**src/rtl/decode_pkg.sv**
```systemverilog
// decode_pkg: shared types and field encodings for the LC-3 decode stage.
//   op_e      - 4-bit LC-3 opcode (instr[15:12])
//   e_ctrl_t  - 6-bit Execute control word {alu, pcsel1, pcsel2, op2sel}
//   ALU_*, PCSEL1_*, WSEL_* - field encodings used to build the control words
package decode_pkg;

    typedef enum logic [3:0] {
        OP_BR   = 4'b0000,
        OP_ADD  = 4'b0001,
        OP_LD   = 4'b0010,
        OP_ST   = 4'b0011,
        OP_JSR  = 4'b0100,
        OP_AND  = 4'b0101,
        OP_LDR  = 4'b0110,
        OP_STR  = 4'b0111,
        OP_RTI  = 4'b1000,
        OP_NOT  = 4'b1001,
        OP_LDI  = 4'b1010,
        OP_STI  = 4'b1011,
        OP_JMP  = 4'b1100,
        OP_RES  = 4'b1101,
        OP_LEA  = 4'b1110,
        OP_TRAP = 4'b1111
    } op_e;

    localparam logic [1:0] ALU_ADD = 2'b00;
    localparam logic [1:0] ALU_AND = 2'b01;
    localparam logic [1:0] ALU_NOT = 2'b10;

    localparam logic [1:0] PCSEL1_NONE = 2'b00;
    localparam logic [1:0] PCSEL1_OFF9 = 2'b01;
    localparam logic [1:0] PCSEL1_OFF6 = 2'b10;
    localparam logic [1:0] PCSEL1_ZERO = 2'b11;

    localparam logic [1:0] WSEL_ALU = 2'b00;
    localparam logic [1:0] WSEL_MEM = 2'b01;
    localparam logic [1:0] WSEL_PC  = 2'b10;

    typedef struct packed {
        logic [1:0] alu;
        logic [1:0] pcsel1;
        logic       pcsel2;   // 1 = npc, 0 = base register
        logic       op2sel;   // 1 = register SR2, 0 = imm5
    } e_ctrl_t;

endpackage

```
**src/rtl/decode_ctrl_lut.sv**
```systemverilog
// decode_ctrl_lut: combinational opcode decode into control words.
//   instr  [15:0] in  - instruction being loaded
//   e_ctrl [5:0]  out - Execute control word
//   w_ctrl [1:0]  out - writeback select
//   m_ctrl        out - 1 for indirect memory access (LDI/STI)
module decode_ctrl_lut
    import decode_pkg::*;
(
    input  logic [15:0] instr,
    output e_ctrl_t     e_ctrl,
    output logic [1:0]  w_ctrl,
    output logic        m_ctrl
);

    // Only the opcode and the imm5 flag influence the controls.
    logic unused_instr_bits;
    assign unused_instr_bits = ^{instr[11:6], instr[4:0]};

    always_comb begin
        e_ctrl = '0;
        w_ctrl = WSEL_ALU;
        m_ctrl = 1'b0;
        case (op_e'(instr[15:12]))
            OP_ADD: begin
                e_ctrl.alu    = ALU_ADD;
                e_ctrl.op2sel = ~instr[5];
            end
            OP_AND: begin
                e_ctrl.alu    = ALU_AND;
                e_ctrl.op2sel = ~instr[5];
            end
            OP_NOT: e_ctrl.alu = ALU_NOT;
            OP_BR, OP_ST: begin
                e_ctrl.pcsel1 = PCSEL1_OFF9;
                e_ctrl.pcsel2 = 1'b1;
            end
            OP_LD, OP_LDI: begin
                e_ctrl.pcsel1 = PCSEL1_OFF9;
                e_ctrl.pcsel2 = 1'b1;
                w_ctrl        = WSEL_MEM;
                m_ctrl        = (instr[15:12] == OP_LDI);
            end
            OP_STI: begin
                e_ctrl.pcsel1 = PCSEL1_OFF9;
                e_ctrl.pcsel2 = 1'b1;
                m_ctrl        = 1'b1;
            end
            OP_LEA: begin
                e_ctrl.pcsel1 = PCSEL1_OFF9;
                e_ctrl.pcsel2 = 1'b1;
                w_ctrl        = WSEL_PC;
            end
            OP_JMP: e_ctrl.pcsel1 = PCSEL1_ZERO;
            OP_LDR: begin
                e_ctrl.pcsel1 = PCSEL1_OFF6;
                w_ctrl        = WSEL_MEM;
            end
            OP_STR: e_ctrl.pcsel1 = PCSEL1_OFF6;
            default: ;
        endcase
    end

endmodule

```
**src/rtl/decode_stage.sv**
```systemverilog
// decode_stage: LC-3 decode pipeline registers.
//   clock, reset (sync, active-high)
//   enable_decode        in  - load strobe for IR/npc/controls
//   instr_dout [15:0]    in  - fetched instruction
//   npc_in     [15:0]    in  - PC+1 from fetch
//   IR, npc_out [15:0]   out - registered instruction / PC+1
//   E_control [5:0], W_control [1:0], Mem_control - registered control words
//   enable_decode_out    out - enable_decode delayed one cycle
module decode_stage
    import decode_pkg::*;
(
    input  logic        clock,
    input  logic        reset,
    input  logic        enable_decode,
    input  logic [15:0] instr_dout,
    input  logic [15:0] npc_in,
    output logic [15:0] IR,
    output logic [15:0] npc_out,
    output logic [5:0]  E_control,
    output logic [1:0]  W_control,
    output logic        Mem_control,
    output logic        enable_decode_out
);

    e_ctrl_t     lut_e;
    logic [1:0]  lut_w;
    logic        lut_m;

    logic [15:0] ir_q, ir_d, npc_q, npc_d;
    e_ctrl_t     e_q, e_d;
    logic [1:0]  w_q, w_d;
    logic        m_q, m_d, en_out_q, en_out_d;

    decode_ctrl_lut u_lut (
        .instr  (instr_dout),
        .e_ctrl (lut_e),
        .w_ctrl (lut_w),
        .m_ctrl (lut_m)
    );

    always_comb begin
        ir_d     = ir_q;
        npc_d    = npc_q;
        e_d      = e_q;
        w_d      = w_q;
        m_d      = m_q;
        en_out_d = enable_decode;
        if (enable_decode) begin
            ir_d  = instr_dout;
            npc_d = npc_in;
            e_d   = lut_e;
            w_d   = lut_w;
            m_d   = lut_m;
        end
    end

    always_ff @(posedge clock) begin
        if (reset) begin
            ir_q     <= '0;
            npc_q    <= '0;
            e_q      <= '0;
            w_q      <= '0;
            m_q      <= 1'b0;
            en_out_q <= 1'b0;
        end else begin
            ir_q     <= ir_d;
            npc_q    <= npc_d;
            e_q      <= e_d;
            w_q      <= w_d;
            m_q      <= m_d;
            en_out_q <= en_out_d;
        end
    end

    assign IR                = ir_q;
    assign npc_out           = npc_q;
    assign E_control         = e_q;
    assign W_control         = w_q;
    assign Mem_control       = m_q;
    assign enable_decode_out = en_out_q;

endmodule

```
**config.mk**
```make
export PLATFORM = sky130hd
export DESIGN_NAME = decode_stage
export DESIGN_NICKNAME = d
export VERILOG_FILES = /design/src/rtl/decode_pkg.sv /design/src/rtl/decode_ctrl_lut.sv /design/src/rtl/decode_stage.sv
export SDC_FILE = /design/constraint.sdc
export NUM_CORES = 1
export LEC_CHECK = 0
export ABC_AREA = 1
export BUFFER_PORTS_ARGS = -buffer_cell sky130_fd_sc_hd__buf_2
export CORE_MARGIN = 2
export CORE_UTILIZATION = 40
export DETAILED_ROUTE_END_ITERATION = 7
export PLACE_DENSITY = 0.86
export RECOVER_POWER = 100
export SLEW_MARGIN = 0
export SYNTH_ARGS = -nofsm -noshare
export SYNTH_HDL_FRONTEND = slang
export SYNTH_SLANG_ARGS = --single-unit
```
**constraint.sdc**
```tcl
create_clock -name clock -period 0.8 [get_ports clock]
set_input_delay 0.08 -clock clock [delete_from_list [all_inputs] [get_ports clock]]
set_output_delay 0.08 -clock clock [all_outputs]
set_load 0.02 [all_outputs]
```
* Word level (Yosys, flattened, before mapping)
Index checks and enable logic that the tools add are counted.
** Operators by class
- Equality and inequality tests :: 11
- Mux-type cells :: 6
- Bitwise gates (word level) :: 1
- Reduce and logical (&&, ||, !) cells :: 6
** Operator list (number)
- $eq A4 B4 Y1 const B :: 5
- $eq A4 B3 Y1 const B :: 3
- $eq A4 B2 Y1 const B :: 2
- $pmux W2 S2 :: 2
- $pmux W2 S3 :: 1
- $reduce_or A2 Y1 :: 3
- $reduce_or A6 Y1 :: 1
- $eq A4 B1 Y1 const B :: 1
- $logic_not A4 Y1 :: 1
- $reduce_or A3 Y1 :: 1
- $mux W1 :: 2
- $pmux W1 S2 :: 1
- $not A1 Y1 :: 1
** Storage, ports and cells
- Flip-flop bits (word level) :: 42
- Input bits :: 35
- Output and inout port bits :: 42
- Word-level logic and storage cells :: 33

* Depth between registers and ports, before layout
- Depth after elaboration :: 3
- Gate-level depth with buffers :: 7

* Cells and area by module
From an unflattened synthesis, not the netlist that was laid out.
** Unflattened totals
- Cells, all modules :: 287
- Area, all modules :: 1840.5 um^2
** Modules (own cells, without submodules)
- decode_stage :: times used 1, cells each 263, area an instance 1736.7 um^2, seq. area each 840.8 um^2
- decode_ctrl_lut :: times used 1, cells each 24, area an instance 103.8 um^2, seq. area each 0.0 um^2

* Worst setup path after synthesis
Ideal clock, no wire load.
- Path kind :: register to register
- Start point :: register, netlist name E_control[2]
- End point :: register e_q (netlist bit E_control[2])
- Setup time :: 0.117 ns
- Arrival :: 0.605 ns
- Slack :: 0.077 ns
- Cell stages (with the launch flop) :: 5
- Clock period less this slack :: 0.723 ns
- Cell sequence :: dfxtp_1 -> nand2_1 -> nand2_1 -> nor2_1 -> nor2_1
** RTL lines
- to (signal assigned) :: line decode_stage.sv:61 : e_q <= '0;
- to (signal assigned) :: line decode_stage.sv:68 : e_q <= e_d;
- to (decl) :: line decode_stage.sv:30 : e_ctrl_t e_q, e_d;

* Final worst setup path
- Start point :: register e_q (netlist bit E_control[2])
- End point :: output E_control[2]
** RTL lines
- to (decl) :: line decode_stage.sv:19 : output logic [5:0] E_control,
No word-level cell between the ends.

==> results.yml <==
status:
  status: "finished, violations left"
  violations: "setup timing"
run:
  drv_cap: 0
logic_synthesis:
  yosysUniqueCellTypes: 21
  yosysSeqAreaShare_pct: 54.81
  synth_nets: 231
  synth_area_per_cell_um2: 7.826
  synth_area_um2: 1534
  synth_top_area_share_pct: 54.81
  synthCells: 196
  synth-main-ff-cell: "dfxtp_1"
  yosys-top-cells-area: "dfxtp_1 55%, nor2_1 16%, o21ai_0 8.8%"
  async_reset_ff_share_pct: 0
  synth-edff-count: 0
  synth.most_common_cell: "nor2_1"
  netlist.top_cell.by_area: "dfxtp_1"
  synth_warnings: 0
  ys_seq_elements: 42
  yosys-top-cells-count: "67 x nor2_1, 42 x dfxtp_1, 27 x o21ai_0, 18 x nand2_1, 8 x a21oi_1"
finish:
  drive_gt1_share_pct: 50.87
  insertedDiodeCount: 0
  nNetsFinal: 322
  area_growth_pct: 61.58
  design_area_um2: 2479
die:
  die_w_um: 65.93
  num_io_pins: 77
  initial_core_util_pct: 41.90
  die_y_um: 65.93
  dieArea_um2: 4346
  core_um2: 3661
  placementRows: 22
worst_setup_path:
  timing.critical_path.to_type: "output port"
  cp_top_family: "flip-flops"
  cp.required_ns: 0.72
  r2r_slack_ns: 0.06
  critical_path_class: "flip-flop to output port"
  crit-reg2reg-launch: "IR[14]"
  crit_chain: "buf_6"
  critPathMaxStageDelay_ns: 0.35
  r2r-end: "IR[14]"
  slowest_stage: "dfxtp_2"
  startpoint_type: "flip-flop"
  worstPathMaxFanout: 2
  reg2reg_depth: 2
  path_buf_inv: 1
  cp.arrival_ns: 0.75
sta:
  finalWorstSetupSlack_ns: -0.03302
  rsz0062_at_grt: "yes"
  holdWs_ns: 0.007401
  maxSlewHeadroom_pct: 69.67
  fin_crit_sh_pct: 104.1
  tightestPinTransition_ns: 0.4550
  maxSlewViolCount: 0
  fin_setup_tns_ns: -0.8786
  period_needed_ns: 0.8330
  fmax_mhz: 1200
  finalSetupViolCount: 42
  finalHoldViolations: 0
  skew_ns: 0
worst_hold_path:
  hold_end: "npc_out[5]"
  hold_class: "primary input to flip-flop"
  min_path_cells: 3
  min_from: "npc_in[5]"
clock_network:
  clkSinkCount: 42
  clock_path_buffers: 2
  cts_made_buffers: 5
  cts_tree: "built"
  clk_pin_slew_ns: 0.07
  ctsHtreeMaxLevel: 2
  clockRootBuffer: "clkbuf_8"
  clock_latency_ns: 0.29
place:
  portBuffers: 76
  dp_hpwl_um: 2826
  dpl_cell_area_um2: 2033
  gp_congestion: 0.8264
global_routing:
  grtUsageTotal_pct: 21.44
  grt_max_degree: 20
  grt_pass1_vias: 1589
  grt_first_pass_wirelength_um: 6989
  antenna_found_initial: 0
  grt_overflow: 0
detailed_routing:
  drc: 0
  final_antenna_net_count: 0
  via_per_inst: 4.693
  first_iter_violations: 108
  drtPass1Iterations: 4
  vias: 1572
  wl_um: 4275
  wire_per_inst_um: 12.76
pwr:
  vdd.ir_drop.worst_uv: 1157
  power.leakage_uw: 0.001181
  power_density_nw_per_um2: 1811
## per-layer routing
| layer | part of all wire, % | GRT usage (%) | routed length, um | vias to the layer above |
|---|---|---|---|---|
| li1 | - | - | - | 804 |
| met1 | 40 | 22.55 | 1729 | 708 |
| met2 | 52 | 37.25 | 2206 | 51 |
| met3 | 6.1 | 8.518 | 261 | 9 |
| met4 | 1.8 | 9.896 | 77 | 0 |
| met5 | 0 | 0 | 0 | - |
## stage by stage
stage | instances | utilization (%) | power (uW) | setup slack, ns
floorplan | 196 | - | 2733 | 0.07745
finish | 335 | 67.70 | 4489 | -0.03302
CTS | 332 | 67.33 | 4504 | -0.04522
global route | 335 | 67.70 | 4726 | -0.07134
global placement | 320 | 55.54 | 3036 | 0.006979
detailed placement | 320 | 55.54 | 3050 | -0.01747
## cell usage in the layout (no fill, tap or decap)
master         Yosys  final
a211oi_1           1      1
clkbuf_1           3      3
inv_2              1      1
o21ai_0           27     27
buf_4              1     16
a21oi_1            8      8
nand4_1            2      2
a31oi_1            1      1
nor2_1            67     67
dfxtp_2            0     42
buf_6              2     42
clkbuf_2           1      1
dlygate4sd3_1      0      1
nand3_1            5      5
inv_4              1      1
clkbuf_8           0      5
nor3_2             1      1
nand2_1           18     18
buf_2              6     33
o21ai_1            3      3
buf_12             0      3
nor2_2             0      1
inv_1              4      4
o211a_1            1      1
## final cells by class
cell class              instances  area, um^2
flip-flops and latches         42       893.4
inverters                       6       25.02
well taps                      48       60.06
clock buffers                   7       76.32
repair buffers                 97       837.1
fillers                       298        1182
multi-input cells             135       586.8
## report_power, final
group	switching, uW	internal (uW)
sequential	90.4	2250
combinational	453	451
clock	648	600
total	1190	3300
## worst max path at each step
stage	from	cells past startpoint	slack, ns	end
after global placement	enable_decode	5	0.007	npc_out[9]
final	E_control[2]	1	-0.03	E_control[2]
after CTS	E_control[2]	1	-0.05	E_control[2]
after floorplan	E_control[2]	4	0.08	E_control[2]
after detailed placement	enable_decode	5	-0.02	npc_out[4]
after global routing	npc_out[13]	1	-0.07	npc_out[13]
## registers in the layout, indices dropped and copies added, names as in the netlist
name               count
E_control              6
enable_decode_out      1
npc_out               16
Mem_control            1
W_control              2
IR                    16
## kinds of logic (layout without fill, tap and decap cells)
kind of cell    count (synthesis)  after routing  share of synthesized area [%]
simple gates                   94             94                          24.63
buf+inv                        19            110                          6.606
compound gates                 41             41                          13.95
flops                          42             42                          54.81
## timing repair
action,CTS,global route
setup endpoints to repair,42,42
hold buffers,1,0
buffers inserted,4,3
endpoints found under the hold margin,1,0
resized for setup,126,0
(Power assumes the default switching activity.)
